File: src/rtl/ctrl_pkg.sv
// Shared types and encodings for the multi-cycle ARM-subset controller.
package ctrl_pkg;

  typedef enum logic [2:0] {
    FETCH,
    DECODE,
    EXEC_DP,
    MEM_ADDR,
    MEM_RD,
    MEM_WR,
    MEM_WB,
    BRANCH
  } state_t;

  // IR[27:26] instruction classes
  localparam logic [1:0] OP_DP    = 2'b00;
  localparam logic [1:0] OP_MEM   = 2'b01;
  localparam logic [1:0] OP_BR    = 2'b10;
  localparam logic [1:0] OP_UNDEF = 2'b11;

  // IR[31:28] condition codes
  localparam logic [3:0] COND_EQ = 4'b0000;
  localparam logic [3:0] COND_NE = 4'b0001;
  localparam logic [3:0] COND_CS = 4'b0010;
  localparam logic [3:0] COND_CC = 4'b0011;
  localparam logic [3:0] COND_MI = 4'b0100;
  localparam logic [3:0] COND_PL = 4'b0101;
  localparam logic [3:0] COND_VS = 4'b0110;
  localparam logic [3:0] COND_VC = 4'b0111;
  localparam logic [3:0] COND_HI = 4'b1000;
  localparam logic [3:0] COND_LS = 4'b1001;
  localparam logic [3:0] COND_GE = 4'b1010;
  localparam logic [3:0] COND_LT = 4'b1011;
  localparam logic [3:0] COND_GT = 4'b1100;
  localparam logic [3:0] COND_LE = 4'b1101;
  localparam logic [3:0] COND_AL = 4'b1110;
  localparam logic [3:0] COND_NV = 4'b1111;

  // Register-file write-data source select
  localparam logic [1:0] WD_ALU = 2'b00;
  localparam logic [1:0] WD_MEM = 2'b01;
  localparam logic [1:0] WD_PC4 = 2'b10;

endpackage

File: src/rtl/multicycle_controller_cond_check.sv
// ARM condition-code evaluator: decides whether an instruction executes
// given its condition field and the current NZCV flags.
module cond_check
  import ctrl_pkg::*;
(
  input  logic [3:0] cond,
  input  logic [3:0] flags,
  output logic       pass
);

  logic n, z, c, v;
  assign {n, z, c, v} = flags;

  // Combinational condition decode
  always_comb begin
    pass = 1'b0;
    unique case (cond)
      COND_EQ: pass = z;
      COND_NE: pass = ~z;
      COND_CS: pass = c;
      COND_CC: pass = ~c;
      COND_MI: pass = n;
      COND_PL: pass = ~n;
      COND_VS: pass = v;
      COND_VC: pass = ~v;
      COND_HI: pass = c & ~z;
      COND_LS: pass = ~c | z;
      COND_GE: pass = (n == v);
      COND_LT: pass = (n != v);
      COND_GT: pass = ~z & (n == v);
      COND_LE: pass = z | (n != v);
      COND_AL: pass = 1'b1;
      COND_NV: pass = 1'b0;
      default: pass = 1'b0;
    endcase
  end

endmodule

File: src/rtl/multicycle_controller.sv
// Multi-cycle controller for the ARM-subset datapath: sequences fetch,
// decode, execute, memory and writeback, owns the NZCV flag register and
// guards data-memory accesses with a ready timeout.
module multicycle_controller
  import ctrl_pkg::*;
#(
  parameter int                 ALU_CMD_W   = 4,
  parameter logic [ALU_CMD_W-1:0] CMD_ADD   = 4'b0100,
  parameter logic [ALU_CMD_W-1:0] CMD_SUB   = 4'b0010,
  parameter int                 MEM_TIMEOUT = 16,
  parameter int                 TMO_W       = $clog2(MEM_TIMEOUT + 1)
) (
  input  logic                 clk,
  input  logic                 reset,
  input  logic                 instr_valid,
  input  logic [3:0]           cond_in,
  input  logic [1:0]           op_in,
  input  logic [5:0]           nIPUBWL_in,
  input  logic [ALU_CMD_W-1:0] cmd_in,
  input  logic [3:0]           alu_flags_in,
  input  logic                 mem_ready,
  output logic                 ir_write,
  output logic                 pc_write,
  output logic                 pc_src_select,
  output logic [ALU_CMD_W-1:0] alu_cmd,
  output logic                 alu_src_select,
  output logic                 datamem_addr_select,
  output logic                 datamem_RE,
  output logic                 datamem_WE,
  output logic                 regfile_WE,
  output logic [1:0]           regfile_WD_select,
  output logic [3:0]           flags_q,
  output logic                 undef_instr,
  output logic                 mem_error,
  output logic                 busy
);

  state_t           state;
  logic [TMO_W-1:0] wait_cnt;
  logic             mem_err_q;
  logic             pass;

  logic imm_bit, up_bit, load_bit;
  logic is_compare;
  logic mem_timeout;

  assign imm_bit  = nIPUBWL_in[5];
  assign up_bit   = nIPUBWL_in[3];
  assign load_bit = nIPUBWL_in[0];   // also the S bit for data-processing

  // TST/TEQ/CMP/CMN: flags only, no register result
  assign is_compare = (cmd_in[ALU_CMD_W-1 -: 2] == 2'b10);

  // Last permitted wait cycle elapsed without ready; ready in that same cycle wins
  assign mem_timeout = !mem_ready && (wait_cnt == TMO_W'(MEM_TIMEOUT - 1));

  // Remaining IR bits carry no control meaning here
  logic unused_ir_bits;
  assign unused_ir_bits = &{1'b0, nIPUBWL_in[4], nIPUBWL_in[2:1]};

  cond_check u_cond_check (
    .cond  (cond_in),
    .flags (flags_q),
    .pass  (pass)
  );

  // State sequencing, flag register, memory wait counter and error pulse
  always_ff @(posedge clk or posedge reset) begin
    if (reset) begin
      state     <= FETCH;
      flags_q   <= 4'b0000;
      wait_cnt  <= '0;
      mem_err_q <= 1'b0;
    end else begin
      mem_err_q <= 1'b0;
      unique case (state)
        FETCH: begin
          if (instr_valid) state <= DECODE;
        end
        DECODE: begin
          if (!pass) begin
            state <= FETCH;
          end else begin
            unique case (op_in)
              OP_DP:   state <= EXEC_DP;
              OP_MEM:  state <= MEM_ADDR;
              OP_BR:   state <= BRANCH;
              default: state <= FETCH;
            endcase
          end
        end
        EXEC_DP: begin
          if (load_bit || is_compare) flags_q <= alu_flags_in;
          state <= FETCH;
        end
        MEM_ADDR: begin
          wait_cnt <= '0;
          state    <= load_bit ? MEM_RD : MEM_WR;
        end
        MEM_RD, MEM_WR: begin
          if (mem_ready) begin
            state <= (state == MEM_RD) ? MEM_WB : FETCH;
          end else begin
            wait_cnt <= wait_cnt + TMO_W'(1);
            if (mem_timeout) begin
              mem_err_q <= 1'b1;
              state     <= FETCH;
            end
          end
        end
        MEM_WB:  state <= FETCH;
        BRANCH:  state <= FETCH;
        default: state <= FETCH;
      endcase
    end
  end

  assign mem_error = mem_err_q;

  // Datapath control decoded from the current state and IR fields
  always_comb begin
    ir_write            = 1'b0;
    pc_write            = 1'b0;
    pc_src_select       = 1'b0;
    alu_cmd             = CMD_ADD;
    alu_src_select      = 1'b0;
    datamem_addr_select = 1'b0;
    datamem_RE          = 1'b0;
    datamem_WE          = 1'b0;
    regfile_WE          = 1'b0;
    regfile_WD_select   = WD_ALU;
    undef_instr         = 1'b0;
    busy                = (state != FETCH);
    unique case (state)
      FETCH: begin
        ir_write = instr_valid & ~reset;
      end
      DECODE: begin
        if (!pass) begin
          pc_write = 1'b1;
        end else if (op_in == OP_UNDEF) begin
          undef_instr = 1'b1;
          pc_write    = 1'b1;
        end
      end
      EXEC_DP: begin
        alu_cmd        = cmd_in;
        alu_src_select = imm_bit;
        regfile_WE     = ~is_compare;
        pc_write       = 1'b1;
      end
      MEM_ADDR: begin
        alu_cmd        = up_bit ? CMD_ADD : CMD_SUB;
        alu_src_select = imm_bit;
      end
      MEM_RD: begin
        datamem_addr_select = 1'b1;
        datamem_RE          = 1'b1;
        pc_write            = mem_timeout;
      end
      MEM_WR: begin
        datamem_addr_select = 1'b1;
        datamem_WE          = 1'b1;
        pc_write            = mem_ready | mem_timeout;
      end
      MEM_WB: begin
        regfile_WE        = 1'b1;
        regfile_WD_select = WD_MEM;
        pc_write          = 1'b1;
      end
      BRANCH: begin
        alu_cmd       = CMD_ADD;
        pc_src_select = 1'b1;
        pc_write      = 1'b1;
      end
      default: ;
    endcase
  end

endmodule
File: config.mk
export PLATFORM = sky130hd
export DESIGN_NAME = multicycle_controller
export DESIGN_NICKNAME = d
export VERILOG_FILES = /design/src/rtl/ctrl_pkg.sv /design/src/rtl/multicycle_controller_cond_check.sv /design/src/rtl/multicycle_controller.sv
export SDC_FILE = /design/constraint.sdc
export NUM_CORES = 1
export LEC_CHECK = 0
export ABC_AREA = 1
export CAP_MARGIN = 20
export CORE_MARGIN = 5
export CORE_UTILIZATION = 35
export CTS_CLUSTER_SIZE = 12
export DETAILED_ROUTE_END_ITERATION = 7
export PLACE_DENSITY = 0.71
export SLEW_MARGIN = 20
export SYNTH_ARGS = -nofsm -noshare
export SYNTH_HDL_FRONTEND = slang
export SYNTH_SLANG_ARGS = --single-unit
File: constraint.sdc
create_clock -name clk -period 1.7 [get_ports clk]
set_input_delay 0.17 -clock clk [delete_from_list [all_inputs] [get_ports clk]]
set_output_delay 0.17 -clock clk [all_outputs]
set_load 0.1 [all_outputs]
==> run_results.csv <==
group,metric,value,unit
yosys,async_reset_ff_share,100,%
clock_tree,cts_tree,"yes",
worst_setup_path,r2r_end,"state[1]",
cells_and_area,final_cell_area,0.00213,mm^2
floorplan,dieHeight,64.2,um
grt,grt_pass1_wl,5890,um
timing,finalHoldViolCount,0,
yosys,synth.distinct_cells,27,
drt,vias,1295,
drt,antenna_left,0,
timing,fin_ws,-0.300,ns
place,gp_congestion,0.771,
pwr,vdd_drop_max,1.87,mV
cells_and_area,drive_above_1_share,47.4,%
grt,overflow,0,
min_path,hold_path.class,"in -> async",
clock_tree,clk_latency,0.28,ns
timing,post-route-min-period,2.00,ns
worst_setup_path,critPathLaunchType,"flip-flop",
yosys,ys_warn_count,0,
cells_and_area,antenna_cells,0,
cells_and_area,fin_nets,259,
clock_tree,clock_path_buffers,2,
yosys,netlist_instances,157,
timing,skew,0.00517,ns
worst_setup_path,cp_common_cell,"nand2_1",
worst_setup_path,cpMaxStageDelayCell,"dfrtp_4",
place,place_hpwl,2800,um
timing,max_freq,500,MHz
worst_setup_path,reg2regPathDepth,13,
run,maxCapViolCount,0,
worst_setup_path,critPathTopFamily,"simple AND/OR/NAND/NOR gates",
cells_and_area,fillCellCount,191,
floorplan,io_pins,45,
timing,hold_ws,0.199,ns
place,place_ws,-0.295,ns
clock_tree,htreeDepth,1,
yosys,ys_seq_area_share,31.6,%
grt,globalRouteMet1Util,20.0,%
grt,grt.met3_usage,4.55,%
yosys,synth-seq-cells,13,
clock_tree,cts_made_buffers,3,
grt,grt_pass1_vias,1310,
clock_tree,cts.sinks,13,
place,port_buffers,40,
pwr,p_per_area,1880,mW/mm^2
drt,wire_per_inst,14.1,um
yosys,synthFlopType,"dfrtp_1",
cells_and_area,area_growth,107,%
worst_setup_path,cp.arrival,1.83,ns
timing,period_share,118,%
worst_setup_path,slowest_delay,0.52,ns
cells_and_area,final_core_util,76.6,%
worst_setup_path,crit_type,"reg -> out",
yosys,post_synth.cell_area_avg,6.55,um^2
yosys,synth-edff-count,0,
place,placed_area,0.00193,mm^2
grt,grtUsageMet2,31.5,%
floorplan,rows,19,
place,dp_cells,249,
yosys,synth_nets,185,
timing,rsz0062_at_grt,"yes",
timing,setup_violations,6,
drt,first_iter_violations,42,
cells_and_area,final_cells,261,
grt,antenna_found_initial,0,
floorplan,core-area,0.00278,mm^2
cells_and_area,area.sequential,338,um^2
yosys,syn-cell-area,0.00103,mm^2
drt,drt-total-wl,3680,um
grt,grt_use_total,17.7,%
grt,grt_max_degree,14,
clock_tree,clk_pin_slew,0.08,ns
drt,drc_errors,0,
outcome,status,"complete, but fails checks",
worst_setup_path,required,1.53,ns
timing,timing.final.max_slew_violations,0,
pwr,leakage,1.00,nW
worst_setup_path,critPathMaxFanout,4,
worst_setup_path,path_cells,"inv_4 > nand2_1 > nand3_1 > nand2_1 > nand2_1 > nand2_1 > nand3_1 > nand2_1 > nand2_2 > nand3_4 > nand2_4 > nand2_8 > buf_12",
cells_and_area,multi_input_area,785,um^2
clock_tree,cts_hold_buf,0,
floorplan,initial_core_util,37.0,%
worst_setup_path,end_kind,"primary output",
drt,drt_pass1_iterations,4,
grt,grt_busiest_layer,"met2",
floorplan,die_area,0.00412,mm^2
worst_setup_path,r2r_setup_slack,0.03,ns
drt,via_per_inst,4.96,
worst_setup_path,reg2reg_from,"flags_q[0]",
floorplan,dieWidth,64.2,um
outcome,violations,"negative setup slack",
clock_tree,root_buffer,"clkbuf_4",
worst_setup_path,worstPathBufferInverterCount,2,
per-stage QoR:
step | power [mW] | TNS [ns]
5_1_grt | 4.22 | -1.45
6_report | 4.01 | -0.767
3_3_place_gp | 3.47 | -0.573
3_5_place_dp | 3.54 | -0.799
2_1_floorplan | 2.40 | -0.725
4_1_cts | 3.86 | -0.611
synth_stat cells (2+ instances only):
master / instances / area (um^2)
nand2_1: 38 / 143
inv_1: 21 / 78.8
nor2_1: 18 / 67.6
nand3_1: 14 / 70.1
dfrtp_1: 13 / 325
a21oi_1: 9 / 45.0
inv_2: 7 / 26.3
nor3_1: 5 / 25.0
o21ai_0: 5 / 25.0
ha_1: 4 / 50.1
o21ai_1: 3 / 15.0
nand2_2: 2 / 12.5
nand3b_1: 2 / 15.0
nor2_2: 2 / 12.5
o21a_1: 2 / 15.0
layout by cell type (no fill, tap or decap), drive strengths merged, types with 2 or more instances in the layout:
| cell type | count |
|---|---|
| or2 | 2 |
| dfrtp | 13 |
| o21a | 2 |
| nand2 | 40 |
| clkbuf | 4 |
| dlymetal6s2s | 2 |
| nor3 | 6 |
| inv | 27 |
| ha | 4 |
| a21oi | 9 |
| nand3b | 2 |
| buf | 50 |
| nor2 | 21 |
| o21ai | 9 |
| nand3 | 14 |
| clkdlybuf4s50 | 18 |
tightest hold or removal path, cell delays in order:
cell             delay [ns]
clkdlybuf4s50_1        0.40
inv_1                  0.07
buf_4                  0.21
cells by family after synthesis:
group                    after synthesis  share of synthesized area (%)
adder cells (fa/ha/maj)                4                           4.87
AO/OA/AOI/OAI                         23                           13.0
AND/OR/NAND/NOR                       86                           38.1
flip-flops                            13                           31.6
multiplexers                           1                           1.09
other                                  1                          0.365
buffers and inverters                 29                           11.0
routing by layer:
metal	vias up	routed length (um)	share of wire, %
met5	-	0	0
met4	0	85	2.3
met3	8	255	6.9
met2	46	1940	53
met1	599	1400	38
li1	642	-	-
power breakdown:
group	internal [mW]	leakage (nW)	total, mW	switching (mW)
Clock	0.0910	0.0150	0.195	0.104
Combinational	1.22	0.831	3.20	1.98
Sequential	0.447	0.158	0.619	0.171
layout make-up:
type / count / share of cell area (%)
timing repair buffer: 70 / 38.6
multi-input combinational: 115 / 36.8
sequential: 13 / 15.9
inverter: 28 / 5.70
tap: 31 / 1.82
clock buffer: 4 / 1.23
flip-flops by register name (all words and copies together), names as in the netlist:
name and flops:
flags_q 4, mem_error 1, wait_cnt 5, state 3
worst max path at each step:
stage | from | to | slack, ns | depth (start not counted)
after floorplan | flags_q[2] | undef_instr | -0.32 | 9
after global placement | cond_in[1] | pc_write | -0.25 | 12
after detailed placement | cond_in[1] | pc_write | -0.30 | 12
after CTS | flags_q[3] | undef_instr | -0.31 | 12
after global routing | flags_q[3] | pc_write | -0.42 | 11
final | flags_q[0] | pc_write | -0.30 | 13
what timing repair did:
action	4_1_cts	5_1_grt
setup buffers	3	5
endpoints found under the hold margin	0	0
gates resized for setup	20	17
setup endpoints to repair	7	9
pin swaps	11	17
(Power assumes the default switching activity.)
